## config.mk

```make
export PLATFORM = sky130hd
export DESIGN_NAME = tcp_open_retry_ctrl
export DESIGN_NICKNAME = d
export VERILOG_FILES = /design/src/rtl/tcp_open_retry_ctrl.sv
export SDC_FILE = /design/constraint.sdc
export NUM_CORES = 1
export LEC_CHECK = 0
export CORE_ASPECT_RATIO = 1.2
export CORE_MARGIN = 1.5
export CORE_UTILIZATION = 43
export CTS_BUF_LIST = sky130_fd_sc_hd__clkbuf_16
export DETAILED_ROUTE_END_ITERATION = 7
export GPL_TIMING_DRIVEN = 1
export MAX_ROUTING_LAYER = met4
export PLACE_DENSITY = 0.86
export SYNTH_ARGS = -nofsm -noshare
export SYNTH_HDL_FRONTEND = slang
export SYNTH_SLANG_ARGS = --single-unit
```

## constraint.sdc

```tcl
create_clock -name clk -period 2.4 [get_ports clk]
set_input_delay 0.36 -clock clk [delete_from_list [all_inputs] [get_ports clk]]
set_output_delay 0.36 -clock clk [all_outputs]
set_load 0.03 [all_outputs]
```

## src/rtl/tcp_open_retry_ctrl.sv

```systemverilog
// ---------------------------------------------------------------------------
// tcp_open_retry_ctrl : forwards one TCP open request to the TOE, retrying
// on failure/timeout with a fixed back-off; returns one result word. Rev 1.0
// ---------------------------------------------------------------------------
`default_nettype none

module tcp_open_retry_ctrl #(
  parameter int unsigned TIMEOUT_CYCLES = 32'h0EE6_B280,
  parameter int unsigned MAX_ATTEMPTS   = 3,
  parameter int unsigned BACKOFF_CYCLES = 1024
) (
  input  logic        clk,
  input  logic        rst,
  input  logic        s_req_valid,
  output logic        s_req_ready,
  input  logic [47:0] s_req_data,
  output logic        m_toe_open_valid,
  input  logic        m_toe_open_ready,
  output logic [47:0] m_toe_open_data,
  input  logic        s_toe_status_valid,
  output logic        s_toe_status_ready,
  input  logic [23:0] s_toe_status_data,
  output logic        m_result_valid,
  input  logic        m_result_ready,
  output logic [31:0] m_result_data,
  output logic        busy,
  output logic [31:0] stat_attempts,
  output logic [31:0] stat_timeouts,
  output logic [31:0] stat_stray
);

  localparam logic [31:0] TMO_LAST     = 32'(TIMEOUT_CYCLES - 1);
  localparam logic [31:0] BACKOFF_LAST = 32'(BACKOFF_CYCLES - 1);
  localparam logic [3:0]  MAX_ATT      = 4'(MAX_ATTEMPTS);

  typedef enum logic [2:0] {
    ST_IDLE    = 3'd0,
    ST_SEND    = 3'd1,
    ST_WAIT    = 3'd2,
    ST_BACKOFF = 3'd3,
    ST_REPORT  = 3'd4
  } state_t;

  state_t      state_q, state_d;
  logic [47:0] open_data_q, open_data_d;
  logic [31:0] result_q, result_d;
  logic [31:0] timer_q, timer_d;
  logic [3:0]  attempt_q, attempt_d;
  logic [31:0] stat_attempts_q, stat_attempts_d;
  logic [31:0] stat_timeouts_q, stat_timeouts_d;
  logic [31:0] stat_stray_q, stat_stray_d;

  logic        fail;
  logic        fail_tmo;

  // Upper status bits carry nothing for this block.
  logic unused_status_hi;
  assign unused_status_hi = ^s_toe_status_data[23:17];

  always_comb begin
    state_d         = state_q;
    open_data_d     = open_data_q;
    result_d        = result_q;
    timer_d         = timer_q;
    attempt_d       = attempt_q;
    stat_attempts_d = stat_attempts_q;
    stat_timeouts_d = stat_timeouts_q;
    stat_stray_d    = stat_stray_q;
    fail            = 1'b0;
    fail_tmo        = 1'b0;

    if (s_toe_status_valid && (state_q != ST_WAIT)) begin
      stat_stray_d = stat_stray_q + 32'd1;
    end

    case (state_q)
      ST_IDLE: begin
        if (s_req_valid) begin
          open_data_d = s_req_data;
          attempt_d   = 4'd0;
          state_d     = ST_SEND;
        end
      end
      ST_SEND: begin
        if (m_toe_open_ready) begin
          attempt_d       = attempt_q + 4'd1;
          stat_attempts_d = stat_attempts_q + 32'd1;
          timer_d         = 32'd0;
          state_d         = ST_WAIT;
        end
      end
      ST_WAIT: begin
        timer_d = timer_q + 32'd1;
        // A status beat takes priority over a coincident expiry.
        if (s_toe_status_valid) begin
          if (s_toe_status_data[16]) begin
            result_d = {8'h00, attempt_q, 2'b00, 1'b0, 1'b1, s_toe_status_data[15:0]};
            state_d  = ST_REPORT;
          end else begin
            fail = 1'b1;
          end
        end else if (timer_q == TMO_LAST) begin
          fail            = 1'b1;
          fail_tmo        = 1'b1;
          stat_timeouts_d = stat_timeouts_q + 32'd1;
        end
        if (fail) begin
          if (attempt_q < MAX_ATT) begin
            timer_d = 32'd0;
            state_d = ST_BACKOFF;
          end else begin
            result_d = {8'h00, attempt_q, 2'b00, fail_tmo, 1'b0, 16'h0000};
            state_d  = ST_REPORT;
          end
        end
      end
      ST_BACKOFF: begin
        if (timer_q == BACKOFF_LAST) begin
          state_d = ST_SEND;
        end else begin
          timer_d = timer_q + 32'd1;
        end
      end
      ST_REPORT: begin
        if (m_result_ready) begin
          state_d = ST_IDLE;
        end
      end
      default: begin
        state_d = ST_IDLE;
      end
    endcase
  end

  always_ff @(posedge clk) begin
    if (rst) begin
      state_q         <= ST_IDLE;
      open_data_q     <= 48'd0;
      result_q        <= 32'd0;
      timer_q         <= 32'd0;
      attempt_q       <= 4'd0;
      stat_attempts_q <= 32'd0;
      stat_timeouts_q <= 32'd0;
      stat_stray_q    <= 32'd0;
    end else begin
      state_q         <= state_d;
      open_data_q     <= open_data_d;
      result_q        <= result_d;
      timer_q         <= timer_d;
      attempt_q       <= attempt_d;
      stat_attempts_q <= stat_attempts_d;
      stat_timeouts_q <= stat_timeouts_d;
      stat_stray_q    <= stat_stray_d;
    end
  end

  // Handshake outputs are pure decodes of the state register.
  assign s_req_ready        = (state_q == ST_IDLE);
  assign m_toe_open_valid   = (state_q == ST_SEND);
  assign m_result_valid     = (state_q == ST_REPORT);
  assign busy               = (state_q != ST_IDLE);
  assign s_toe_status_ready = 1'b1;
  assign m_toe_open_data    = open_data_q;
  assign m_result_data      = result_q;
  assign stat_attempts      = stat_attempts_q;
  assign stat_timeouts      = stat_timeouts_q;
  assign stat_stray         = stat_stray_q;

endmodule

`default_nettype wire

```

==> results of run 1 <==
==> state kept, by name (all words and copies together) (netlist names) <==
name / flops
state_q: 3
attempt_q: 4
stat_attempts: 32
m_toe_open_data: 48
m_result_data: 32
stat_stray: 32
stat_timeouts: 32
timer_q: 32
==> worst max-delay path, cell delays in order (launching register included) <==
cell and delay [ns]:
dfxtp_1 0.37, and3_1 0.20, or4b_4 0.54, buf_4 0.18, o41ai_2 0.34, a31o_2 0.23, buf_4 0.22, a21oi_1 0.08
==> how the worst min path moves through the flow <==
stage                                         startpoint  cells after the start  slack (ns)                        endpoint
after floorplan                  timer_q[1]$_SDFFE_PP0P_                      2        0.46         timer_q[1]$_SDFFE_PP0P_
after global placement    m_result_data[27]$_SDFFE_PP0P_                      1        0.44  m_result_data[27]$_SDFFE_PP0P_
after detailed placement  m_result_data[28]$_SDFFE_PP0P_                      1        0.45  m_result_data[28]$_SDFFE_PP0P_
after CTS                                            rst                      2        0.15         timer_q[7]$_SDFFE_PP0P_
after global routing                                 rst                      2        0.17         timer_q[7]$_SDFFE_PP0P_
final                                                rst                      2        0.17         timer_q[7]$_SDFFE_PP0P_
==> metal layers <==
| layer | share of wire | vias up | track usage |
|---|---|---|---|
| met5 | 0 | - | - |
| met4 | 0.034 | 0 | 0.0919 |
| met3 | 0.061 | 76 | 0.0421 |
| met2 | 0.49 | 305 | 0.404 |
| met1 | 0.41 | 4198 | 0.272 |
| li1 | - | 4325 | - |
==> area by class of cell <==
cell class / instances / area [sq um] / share of cell area
Multi-Input combinational cell: 802 / 4470 / 0.341
Sequential cell: 215 / 4310 / 0.328
Timing Repair Buffer: 341 / 3210 / 0.245
Clock buffer: 23 / 576 / 0.0438
Tap cell: 265 / 332 / 0.0253
Clock inverter: 19 / 176 / 0.0134
Inverter: 15 / 56.3 / 0.00429
==> synthesized netlist by cell type (16+ instances only) <==
| cell type | n | area (sq um) |
|---|---|---|
| nor4_1 | 16 | 100 |
| xnor2_1 | 34 | 298 |
| nor2_1 | 142 | 533 |
| dfxtp_1 | 215 | 4300 |
| clkbuf_1 | 42 | 158 |
| a21oi_1 | 89 | 445 |
| and3_1 | 26 | 163 |
| nand3_1 | 53 | 265 |
| nand2_1 | 183 | 687 |
| o21ai_0 | 19 | 95.1 |
| or3_1 | 20 | 125 |
| and2_1 | 17 | 106 |
| nand4_1 | 43 | 269 |
| nor3_1 | 22 | 110 |
| xor2_1 | 68 | 596 |
==> power by group through the flow <==
| stage | sequential, W | combinational (W) | clock [W] |
|---|---|---|---|
| floorplan | 0.00438 | 0.000769 | 0 |
| global placement | 0.00400 | 0.00207 | 0 |
| detailed placement | 0.00401 | 0.00210 | 0 |
| CTS | 0.00394 | 0.00209 | 0.00362 |
| global route | 0.00396 | 0.00223 | 0.00375 |
| finish | 0.00394 | 0.00210 | 0.00356 |
==> cells by family (layout without fill, tap and decap cells) <==
logic type	after synthesis	after routing	share of synthesized area
compound gates	134	134	0.0835
xor+xnor	102	102	0.0994
fa+ha+maj	5	5	0.00696
buf+inv	71	398	0.0313
flops	215	215	0.479
mux	8	8	0.00905
other cells	1	1	0.000417
simple gates	552	552	0.291
==> metrics by stage <==
step / utilization / area [sq um] / hold slack [ns] / setup slack, ns / TNS (ns)
6_report: 0.644 / 13100 / 0.168 / 0.0944 / 0
4_1_cts: 0.641 / 13100 / 0.150 / 0.00668 / 0
5_1_grt: 0.644 / 13100 / 0.174 / -0.0133 / -0.0500
2_1_floorplan: - / 9000 / 0.462 / 0.0296 / 0
3_5_place_dp: 0.604 / 12300 / 0.445 / -0.114 / -0.435
3_3_place_gp: 0.604 / 12300 / 0.441 / -0.0365 / -0.150
==> repair_timing <==
action,in CTS,in global routing
setup endpoints to repair,4,75
hold buffers,0,0
setup buffers,0,1
gates resized for setup,5,13
pin swaps,0,4
==> summary.txt, run 1 <==
CTS
  • Clock sinks: 215
  • Cts bufs inserted: 23
  • Clock Latency Late Sink: 0.52 ns
  • Clk pin slew, worst setup/hold paths: 0.06 ns
  • CTS tree: yes
  • Clk root buf: clkbuf_16
  • Clock Path Buffers: 3
  • Htree depth: 1

GRT
  • Total track usage: 0.235
  • Largest net degree at the start of global routing: 106
  • Number of global-route vias before repair: 8,565
  • Initial antenna violation count: 0
  • Total grt overflow: 0
  • First-pass GRT wire length: 41.3 mm

Flow run
  • Max-Cap Viols: 0

Power and ir drop
  • Register share of total power: 0.410
  • Power Density: 731 nW/um^2
  • Leakage: 4.84 nW
  • Int Pwr: 0.00671 W
  • Max VDD drop: 0.717 mV
  • Sw Share: 0.301
  • Sw Pwr: 0.00289 W
  • Power Total: 0.00960 W
  • Combinational Power Share: 0.219
  • Clock Power Share: 0.371

Setup path
  • Max Fanout on Critical Path: 17
  • Crit path capture type: register
  • FF-to-FF End: m_result_data[8]$_SDFFE_PP0P_
  • Worst setup endpoint: m_result_data[8]$_SDFFE_PP0P_
  • Crit Path Category: register to register
  • Worst setup startpoint: timer_q[25]$_SDFFE_PP0P_
  • R2R setup slack: 0.09 ns
  • Arrival time of the worst setup path: 2.68 ns
  • Reg2reg start: timer_q[25]$_SDFFE_PP0P_
  • Startpoint types: register
  • Worst Path Required: 2.78 ns
  • Reg2Reg Depth: 7

Finish
  • Most common cell after layout, fill and taps aside: clkdlybuf4s50_1
  • Layout Nets: 1,481
  • # diodes: 0
  • Share of layout cells above drive strength 1: 0.106
  • Most frequent cells in the layout: clkdlybuf4s50_1, dfxtp_1, nand2_1
  • Fill cells: 1,675
  • Area grow syn2layout: 46.0%
  • Count of non-filler cells in the finished layout: 1,680

Synthesis
  • Cells after Synth: 1,088
  • Syn Std Cell Area: 8990 sq um
  • Synth warn: 0
  • Post-synth EDFFs: 0
  • Flip-flop and latch count after synthesis: 215
  • Unique masters post-synth: 52
  • Avg Cell Area, Syn: 8.26 sq um
  • Syn_nets: 1,171
  • Main flop type after synthesis: dfxtp_1
  • Seq/Total Area, Yosys: 0.479
  • Asr flop ratio synth: 0

Drt
  • Vias: 8,904
  • Final ANT Viol Nets: 0
  • DR iter-0 viols: 602
  • Via/cell ratio: 5.30
  • Post-Route WL: 26.1 mm
  • Drt first pass iters: 5
  • DR DRC count: 0
  • WL/cell: 15.6 um

STA
  • Clock period minus worst slack: 2.31 ns
  • Fin crit share: 0.961
  • Max Slew Vio Count: 0
  • FMAX: 434 MHz
  • Hold Violations, Final: 0
  • Slew @ Worst Pin: 0.637 ns
  • Slew margin rel.: 0.574
  • Final setup viols: 0
  • Worst clock skew: 0.0264 ns

Die
  • Die height: 161 um
  • Core box area: 20,400 sq um
  • Die Area: 21,800 sq um
  • Die width: 135 um
  • Io pins: 259
  • Site Rows: 57
  • Initial Util: 0.441

Placed design
  • Placed insts: 1,637
  • GPL Wtd Cong: 0.866
  • IO buf count: 250
  • Dpl hpwl: 18.5 mm

Run status
  • Status: completed

Worst hold path
  • Hold Crit Class: primary input to register
Note: power is estimated with default switching activity, not from simulation.
==> run 2: changes to the inputs <==
Settings changed: CORE_ASPECT_RATIO 1.2 to default.
==> summary.txt, run 2 (synthesis results as in run 1) <==
Run status
  • Status: completed

STA
  • Fin crit share: 0.963 (+0.00204)
  • Hold slack: 0.328 ns (+0.159 ns)
  • Slew margin rel.: 0.611 (+0.0371)
  • Max Slew Vio Count: 0 (unchanged)
  • Setup TNS after final layout: 0 ns (unchanged)
  • Hold Violations, Final: 0 (unchanged)
  • FMAX: 433 MHz (-0.21%)
  • RSZ-0062 raised after global routing: no
  • Clock period minus worst slack: 2.31 ns (+0.00490 ns)
  • Slew @ Worst Pin: 0.577 ns (-0.0591 ns)
  • Final setup margin: 0.0895 ns (-0.00490 ns)
  • Final setup viols: 0 (unchanged)
  • Worst clock skew: 0.0172 ns (-0.00926 ns)

Power and ir drop
  • Max VDD drop: 0.588 mV (-18%)
  • Register share of total power: 0.422 (+0.012)
  • Clock Power Share: 0.352 (-0.019)
  • Power Density: 712 nW/um^2 (-2.7%)
  • Sw Pwr: 0.00282 W (-2.4%)
  • Combinational Power Share: 0.226 (+0.007)
  • Int Pwr: 0.00653 W (-2.8%)
  • Sw Share: 0.302 (+0.000694)
  • Leakage: 4.83 nW (about the same)

Setup path
  • Crit. path cell count: 7 (unchanged)
  • Worst setup startpoint: timer_q[26]$_SDFFE_PP0P_
  • R2R setup slack: 0.09 ns (about the same)
  • Reg2reg start: timer_q[26]$_SDFFE_PP0P_
  • Max incr delay on CP: 0.54 ns (about the same)
  • Startpoint types: register
  • Arrival time of the worst setup path: 2.68 ns (about the same)
  • Crit Path Category: register to register
  • Worst Path Buf+Inv: 1 (-1)
  • Max Fanout on Critical Path: 6 (-11)
  • Reg2Reg Depth: 7 (unchanged)
  • Crit path cell chain: and3_1 > or4b_4 > buf_4 > nor4_1 > o21ai_1 > a2bb2oi_1 > nor2_1
  • Worst setup endpoint: m_result_data[17]$_SDFFE_PP0P_
  • Critical path's slowest cell: or4b_4
  • Crit path max-delay family: simple AND/OR/NAND/NOR gates
  • FF-to-FF End: m_result_data[17]$_SDFFE_PP0P_
  • Worst Path Required: 2.77 ns (about the same)
  • Crit path capture type: register

CTS
  • Clock Latency Late Sink: 0.51 ns (about the same)
  • Clk pin slew, worst setup/hold paths: 0.06 ns (about the same)
  • Cts bufs inserted: 24 (+4.3%)
  • Clk root buf: clkbuf_16
  • Clock Path Buffers: 3 (unchanged)
  • Clock sinks: 215 (unchanged)
  • CTS tree: yes
  • Htree depth: 1 (unchanged)

Die
  • Die Area: 21,800 sq um (about the same)
  • Initial Util: 0.442 (+0.000704)
  • Die height: 148 um (-8.6%)
  • Die width: 148 um (+9.3%)
  • Io pins: 259 (unchanged)
  • Core box area: 20,400 sq um (-0.16%)
  • Site Rows: 52 (-8.8%)

Drt
  • DR DRC count: 0 (unchanged)
  • Post-Route WL: 25.7 mm (-1.8%)
  • WL/cell: 15.2 um (-2.4%)
  • Vias: 8,786 (-1.3%)
  • Final ANT Viol Nets: 0 (unchanged)
  • Drt first pass iters: 6 (+1)
  • Via/cell ratio: 5.20 (-1.9%)
  • DR iter-0 viols: 403 (-33%)

Finish
  • Reg area: 4310 sq um (unchanged)
  • Area of the multi-input gates: 4490 sq um (+0.34%)
  • Most frequent cells in the layout: clkdlybuf4s50_1, dfxtp_1, nand2_1
  • Fill cells: 1,560 (-6.9%)
  • Finished Core Util: 0.645 (+0.000967)
  • Most common cell after layout, fill and taps aside: clkdlybuf4s50_1
  • Share of layout cells above drive strength 1: 0.106 (-0.000373)
  • Area grow syn2layout: 46.0% (about the same)
  • # diodes: 0 (unchanged)
  • Count of non-filler cells in the finished layout: 1,690 (+0.60%)
  • Layout Nets: 1,486 (+0.34%)
  • Max reg flops: 48 (unchanged)

Flow run
  • Max-Cap Viols: 0 (unchanged)

Placed design
  • Placed insts: 1,642 (+0.31%)
  • Dpl hpwl: 17.9 mm (-3.0%)
  • IO buf count: 250 (unchanged)
  • GPL Wtd Cong: 0.858 (-0.92%)
  • Post-Place Worst Slack: -0.219 ns (-0.105 ns)

GRT
  • Total track usage: 0.227 (-0.00779)
  • Initial antenna violation count: 0 (unchanged)
  • Number of global-route vias before repair: 8,296 (-3.1%)
  • Largest net degree at the start of global routing: 54 (-49%)
  • Total grt overflow: 0 (unchanged)
  • First-pass GRT wire length: 40.3 mm (-2.5%)

Worst hold path
  • Hold depth: 2 (unchanged)
  • Hold Crit Class: primary input to register
  • Hold wc startpoint: rst
## run 2: cell types whose count changed in the layout (fill, tap and decap cells not counted), sizes merged
cell	previous run	this run
buf	92	95
bufinv	3	0
clkinv	10	12
clkinvlp	2	0
inv	19	21
clkbuf	24	25
clkdlybuf4s50	245	246
nand2	184	185
## run 2: how the worst min path moves through the flow
stage	endpoint
final	stat_timeouts[2]$_SDFFE_PP0P_
after global routing	stat_timeouts[2]$_SDFFE_PP0P_
after CTS	stat_timeouts[2]$_SDFFE_PP0P_
after detailed placement	m_result_data[30]$_SDFFE_PP0P_
after global placement	m_result_data[5]$_SDFFE_PP0P_
after floorplan	timer_q[1]$_SDFFE_PP0P_
## run 2: final cells by class
class	count	area share
multi-input combinational	803	0.342
sequential	215	0.328
timing repair buffer	344	0.247
clock buffer	25	0.0477
tap	270	0.0257
clock inverter	18	0.00581
inverter	15	0.00429
## run 2: what timing repair did
| action | 4_1_cts | 5_1_grt |
|---|---|---|
| pin swaps | 1 | 5 |
| cloned | 0 | 1 |
| endpoints found under the setup margin | 13 | 68 |
| buffers inserted | 0 | 4 |
| resized for setup | 5 | 11 |
| hold buffers | 0 | 0 |
## run 2: worst register-to-register path, cell delays in order (launching register included)
cell       delay (ns)
dfxtp_1          0.40
and3_1           0.22
or4b_4           0.54
buf_4            0.19
nor4_1           0.31
o21ai_1          0.25
a2bb2oi_1        0.22
nor2_1           0.06
## run 2: stage by stage
step / area, sq um / total power [W]
after floorplan: 9000 / 0.00515
after global placement: 12300 / 0.00609
after detailed placement: 12300 / 0.00613
after CTS: 13000 / 0.00940
after global routing: 13100 / 0.00973
final: 13100 / 0.00935
## run 2: layer usage
metal | wire (um) | GRT usage
met4 | 735 | 0.0715
met2 | 12100 | 0.374
met3 | 1900 | 0.0522
met1 | 10900 | 0.276
met5 | 0 | -
## run 2: power by group through the flow
stage	sequential (W)	clock, W	combinational [W]
global route	0.00397	0.00350	0.00226
detailed placement	0.00401	0	0.00212
floorplan	0.00438	0	0.000769
global placement	0.00400	0	0.00209
finish	0.00394	0.00329	0.00211
CTS	0.00394	0.00335	0.00211
